$ cat config.mk
export PLATFORM = sky130hd
export DESIGN_NAME = elastic_stage_reg
export DESIGN_NICKNAME = d
export VERILOG_FILES = /design/src/rtl/elastic_stage_reg.sv
export SDC_FILE = /design/constraint.sdc
export NUM_CORES = 1
export LEC_CHECK = 0
export ABC_CLOCK_PERIOD_IN_PS = 5170
export CORE_ASPECT_RATIO = 1.2
export CORE_MARGIN = 1
export CORE_UTILIZATION = 40
export CTS_CLUSTER_SIZE = 10
export DETAILED_ROUTE_END_ITERATION = 16
export GPL_ROUTABILITY_DRIVEN = 0
export GPL_TIMING_DRIVEN = 0
export PLACE_DENSITY = 0.67
export SLEW_MARGIN = 20
export SYNTH_ARGS = -nofsm -noshare
export SYNTH_HDL_FRONTEND = slang
export SYNTH_SLANG_ARGS = --single-unit
$ cat constraint.sdc
create_clock -name clk -period 5.17 [get_ports clk]
set_input_delay 1.034 -clock clk [delete_from_list [all_inputs] [get_ports clk]]
set_output_delay 1.034 -clock clk [all_outputs]
set_load 0.01 [all_outputs]
$ cat src/rtl/elastic_stage_reg.sv
// Purpose : valid/ready pipeline stage register with flush, optional 2-entry skid and stall counter.
// Latency : one cycle from input acceptance to out_valid when the stage is empty.
// Backpr. : SKID_EN=1 registers in_ready (deasserts only when both entries are held);
//           SKID_EN=0 passes out_ready through to in_ready combinationally.
//
// Ports:
//   clk, rst        rising-edge clock, synchronous active-high reset
//   flush           drops every held entry; the beat offered in the same cycle is lost
//   in_valid/ready  upstream handshake, in_data is the opaque payload
//   out_valid/ready downstream handshake, out_data is RESET_VAL whenever out_valid=0
//   stall_cnt       saturating count of cycles with out_valid && !out_ready (reset-only clear)
module elastic_stage_reg #(
  parameter int unsigned       DATA_W    = 103,
  parameter logic [DATA_W-1:0] RESET_VAL = '0,
  parameter bit                SKID_EN   = 1'b1,
  parameter int unsigned       CNT_W     = 16
) (
  input  logic              clk,
  input  logic              rst,
  input  logic              flush,
  input  logic              in_valid,
  output logic              in_ready,
  input  logic [DATA_W-1:0] in_data,
  output logic              out_valid,
  input  logic              out_ready,
  output logic [DATA_W-1:0] out_data,
  output logic [CNT_W-1:0]  stall_cnt
);

  localparam logic [CNT_W-1:0] CNT_MAX = '1;

  logic              in_fire;
  logic              out_fire;
  logic              main_vld;
  logic [DATA_W-1:0] main_dat;

  assign in_fire   = in_valid && in_ready;
  assign out_fire  = out_valid && out_ready;
  assign out_valid = main_vld;
  // main_dat keeps stale payload after a pop, so mask it while empty.
  assign out_data  = main_vld ? main_dat : RESET_VAL;

  if (SKID_EN) begin : g_skid
    localparam logic [1:0] ST_EMPTY = 2'd0;
    localparam logic [1:0] ST_ONE   = 2'd1;
    localparam logic [1:0] ST_FULL  = 2'd2;

    logic [1:0]        st_q;
    logic [1:0]        st_n;
    logic              in_rdy_q;
    logic [DATA_W-1:0] skid_dat;

    assign main_vld = (st_q != ST_EMPTY);
    assign in_ready = in_rdy_q;

    always_comb begin
      st_n = st_q;
      case (st_q)
        ST_EMPTY: if (in_fire) st_n = ST_ONE;
        ST_ONE: begin
          if (in_fire && !out_fire)      st_n = ST_FULL;
          else if (out_fire && !in_fire) st_n = ST_EMPTY;
        end
        ST_FULL:  if (out_fire) st_n = ST_ONE;
        default:  st_n = ST_EMPTY;
      endcase
    end

    // in_ready is the registered "next state is not FULL", so downstream
    // out_ready never reaches upstream in the same cycle.
    always_ff @(posedge clk) begin
      if (rst || flush) begin
        st_q     <= ST_EMPTY;
        in_rdy_q <= 1'b1;
      end else begin
        st_q     <= st_n;
        in_rdy_q <= (st_n != ST_FULL);
      end
    end

    always_ff @(posedge clk) begin
      if (rst || flush) begin
        main_dat <= RESET_VAL;
        skid_dat <= RESET_VAL;
      end else begin
        case (st_q)
          ST_EMPTY: if (in_fire) main_dat <= in_data;
          ST_ONE: begin
            if (in_fire && out_fire) main_dat <= in_data;
            else if (in_fire)        skid_dat <= in_data;
          end
          ST_FULL: begin
            if (out_fire) begin
              main_dat <= skid_dat;
              skid_dat <= RESET_VAL;
            end
          end
          default: ;
        endcase
      end
    end
  end else begin : g_single
    assign in_ready = !main_vld || out_ready;

    // A simultaneous push and pop simply overwrites the entry: no bubble.
    always_ff @(posedge clk) begin
      if (rst || flush) begin
        main_vld <= 1'b0;
        main_dat <= RESET_VAL;
      end else if (in_fire) begin
        main_vld <= 1'b1;
        main_dat <= in_data;
      end else if (out_fire) begin
        main_vld <= 1'b0;
      end
    end
  end

  // Counts on the flush edge too: the stall is judged on pre-flush outputs.
  always_ff @(posedge clk) begin
    if (rst) begin
      stall_cnt <= '0;
    end else if (out_valid && !out_ready && (stall_cnt != CNT_MAX)) begin
      stall_cnt <= stall_cnt + 1'b1;
    end
  end

endmodule
==> results.json, run 1 <==
{
  "final.period_utilization": 0.767,
  "fmax_mhz": 252,
  "cts-buffers-inserted": 26,
  "worst_r2r_startpoint": "g_skid.st_q[0]",
  "dpl_hpwl_microns": 19600,
  "max_slew_margin_vs_limit": 0.465,
  "syn-num-nets": 1143,
  "grt_start_max_net_pins": 13,
  "worstSkewPairLatency_ns": 0.51,
  "finalWorstPathRequiredPeriod_ns": 3.96,
  "drtIter0Drc": 467,
  "layout_commonest_cell": "clkdlybuf4s50_1",
  "synthesized_area_per_cell_sq_um": 9.22,
  "slew_limit_fails": 0,
  "layout-area-overhead-vs-synth_pct": 35.3,
  "final.setup_skew_ns": 0.00723,
  "run_status": "finished clean",
  "cts_repair_resize_count": 0,
  "static-leakage-power_nw": 5.24,
  "die_width_microns": 143,
  "synth-seq-area-share": 0.472,
  "worst_setup_path_end_kind": "output pin",
  "most_used_cells_in_the_layout_excluding_fill_and_tap_cells": "227 x clkdlybuf4s50_1, 225 x dfxtp_1, 213 x nor2_1, 105 x mux2i_1, 104 x and2_1",
  "htree_num_levels": 1,
  "clock_path_buffers": 3,
  "drtPass1Iterations": 5,
  "crit_path_dat_ns": 2.93,
  "postRouteAntennaNets": 0,
  "via_count": 8435,
  "critical_path_class": "reg2out",
  "global_route.overflow_total": 0,
  "r2r_cells": 5,
  "first_global_vias": 7954,
  "fp.dieH_microns": 171,
  "max_cap_violations": 0,
  "io_pins": 229,
  "hold_buffers": 0,
  "min_from": "main_dat[8]",
  "min_delay_worst_endpoint": "main_dat[8]",
  "dp_worst_setup_slack_ns": 1.31,
  "numPortBuffers": 227,
  "initial_util": 0.410,
  "grt_pass1_wl_microns": 42100,
  "finalNetCount": 1398,
  "routed_len_inst_microns": 16.9,
  "grt_setup_unrepaired": "false",
  "timing.final.setup_violations": 0,
  "post_synth_inst_count": 1034,
  "yosys_register_bits": 225,
  "site_row_count": 61,
  "cts-root-buf": "clkbuf_16",
  "hold-worst-slack_ns": 0.492,
  "finalWorstSetupSlack_ns": 1.21,
  "design.die.area_sq_um": 24500,
  "critPathRequiredTime_ns": 4.14,
  "final.fill_count": 2152,
  "vdd.ir_drop.worst_uv": 207,
  "initial_antenna_violation_count": 1,
  "cellPowerDensity_nw_per_um2": 291,
  "clk_transition_reported_paths_ns": 0.05,
  "critical_path_peak_fanout": 10,
  "worst_setup_path_start_kind": "flip-flop",
  "synthesis.area_sq_um": 9540,
  "timing.hold.worst_path_depth": 2,
  "drt_via_density": 5.24,
  "ys.warnings.count": 0,
  "min-delay-path-class": "reg2reg",
  "tritoncts": "yes",
  "report.final.hold_viol_count": 0,
  "final.setup.tns_ns": 0,
  "post-route-drc-count": 0,
  "design.core.area_sq_um": 23300,
  "gr-usage-all-layers": 0.218,
  "share_of_layout_cells_above_drive_strength_1": 0.0549,
  "worst-slew-pin-transition_ns": 0.802,
  "finalWirelength_microns": 27200,
  "crit-reg2reg-capture": "main_dat[54]",
  "synth_cell_type_count": 43,
  "tritoncts_num_sinks": 225,
  "reg2reg_setup_slack_ns": 2.55,
  "cts_post_setup_buffers_inserted": 0
}
final cells by class:
class | count | area [sq um] | area share
multi-input combinational | 708 | 4600 | 0.357
antenna | 1 | 2.50 | 0.000194
tap | 315 | 394 | 0.0306
sequential | 225 | 4500 | 0.349
timing repair buffer | 227 | 2270 | 0.176
inverter | 4 | 15.0 | 0.00116
clock buffer | 32 | 694 | 0.0538
buffer | 97 | 418 | 0.0324
sequential cells by signal, summed over array words and instances (netlist names):
name,flops
main_dat,103
in_ready,1
g_skid.st_q,2
g_skid.skid_dat,103
stall_cnt,16
per-stage QoR:
stage,util,total power [mW],cell area [sq um],cells
finish,0.554,3.75,12900,1609
global route,0.554,3.90,12900,1609
CTS,0.554,3.79,12900,1608
detailed placement,0.524,2.21,12200,1576
global placement,0.524,2.20,12200,1576
floorplan,-,2.02,9540,1034
where the power goes:
| part | total (mW) | internal (mW) | leakage (nW) | switching (mW) |
|---|---|---|---|---|
| clock | 1.58 | 0.923 | 0.339 | 0.661 |
| combinational | 0.368 | 0.170 | 3.08 | 0.198 |
| sequential | 1.80 | 1.78 | 1.83 | 0.0217 |
kinds of logic (layout without fill, tap and decap cells):
| kind of cell | Yosys count | in the layout | share of synthesized area |
|---|---|---|---|
| compound gates | 238 | 238 | 0.185 |
| fa+ha+maj | 1 | 1 | 0.00131 |
| buf+inv | 101 | 360 | 0.0454 |
| flops | 225 | 225 | 0.472 |
| mux | 107 | 107 | 0.113 |
| other cells | 0 | 1 | 0 |
| simple gates | 362 | 362 | 0.184 |
metal layers:
metal / global-route usage / wire length (microns)
met5: 0 / 0
met4: 0.0804 / 715
met3: 0.0299 / 1370
met2: 0.372 / 13200
met1: 0.279 / 11900
cells in the mapped netlist (all sizes together):
| cell type | count | area share |
|---|---|---|
| or3 | 6 | 0.0042 |
| nand4 | 6 | 0.0055 |
| a211o | 1 | 0.00092 |
| a211oi | 103 | 0.081 |
| nand2b | 1 | 0.00066 |
| nand4b | 1 | 0.00092 |
| nor3 | 1 | 0.00052 |
| mux2 | 2 | 0.0024 |
| o21ai | 4 | 0.0021 |
| o41ai | 1 | 0.00092 |
| o21ba | 1 | 0.0010 |
| ha | 1 | 0.0013 |
| dfxtp | 225 | 0.47 |
| buf | 36 | 0.020 |
| o21bai | 1 | 0.00079 |
| o22a | 1 | 0.00092 |
| nand2 | 5 | 0.0020 |
| or4 | 6 | 0.0052 |
| a2bb2oi | 1 | 0.00092 |
| nand3b | 1 | 0.00079 |
| nor2 | 213 | 0.084 |
| mux2i | 105 | 0.11 |
| nor2b | 3 | 0.0020 |
| a21oi | 13 | 0.0068 |
| and3b | 1 | 0.00092 |
| and2 | 104 | 0.068 |
| a22oi | 103 | 0.081 |
| or4b | 1 | 0.0010 |
| nor4 | 4 | 0.0026 |
| o32ai | 1 | 0.0017 |
| o31ai | 8 | 0.0063 |
| and3 | 2 | 0.0013 |
| nand3 | 4 | 0.0021 |
| or2 | 3 | 0.0020 |
| clkbuf | 61 | 0.024 |
| inv | 4 | 0.0016 |
worst max-delay path by stage:
stage | end | cells past startpoint | from | slack, ns
2_1_floorplan | stall_cnt[15] | 4 | out_ready | 2.79
3_3_place_gp | main_dat[80] | 6 | out_ready | 1.31
3_5_place_dp | main_dat[81] | 6 | out_ready | 1.31
4_1_cts | out_data[47] | 5 | g_skid.st_q[0] | 1.08
5_1_grt | out_data[44] | 5 | g_skid.st_q[0] | 0.97
6_report | out_data[55] | 5 | g_skid.st_q[0] | 1.21
critical path, stage by stage, from the launching register on:
cell and delay [ns]:
dfxtp_1 0.42, or2_2 0.26, clkbuf_1 0.57, clkbuf_1 0.40
and2_1 0.22, clkdlybuf4s50_1 0.54
No activity file was read; power rests on OpenSTA's default activity.
==> run 2, diff against run 1 <==
ABC_CLOCK_PERIOD_IN_PS = 4000   (was 5170)
clock period = 4 ns   (was 5.17 ns; I/O delays follow)
==> results of run 2 <==
The final DEF is identical to that of run 1. Status: finished clean.
Main changes from that run: setup slack after placement 1.31 ns -> 0.375 ns; setup slack after layout 1.21 ns -> 0.270 ns; register-to-register setup slack 2.55 ns -> 1.38 ns; total power 3.75 mW -> 4.85 mW; worst IR drop on VDD 207 uV -> 268 uV
==> run 3, diff against run 2 <==
SLEW_MARGIN = 5   (was 20)
==> results of run 3 <==
The final DEF is identical to that of run 1. Status: finished clean.
Main changes from that run: setup slack after placement 1.31 ns -> 0.375 ns; setup slack after layout 1.21 ns -> 0.270 ns; register-to-register setup slack 2.55 ns -> 1.38 ns; total power 3.75 mW -> 4.85 mW; worst IR drop on VDD 207 uV -> 268 uV
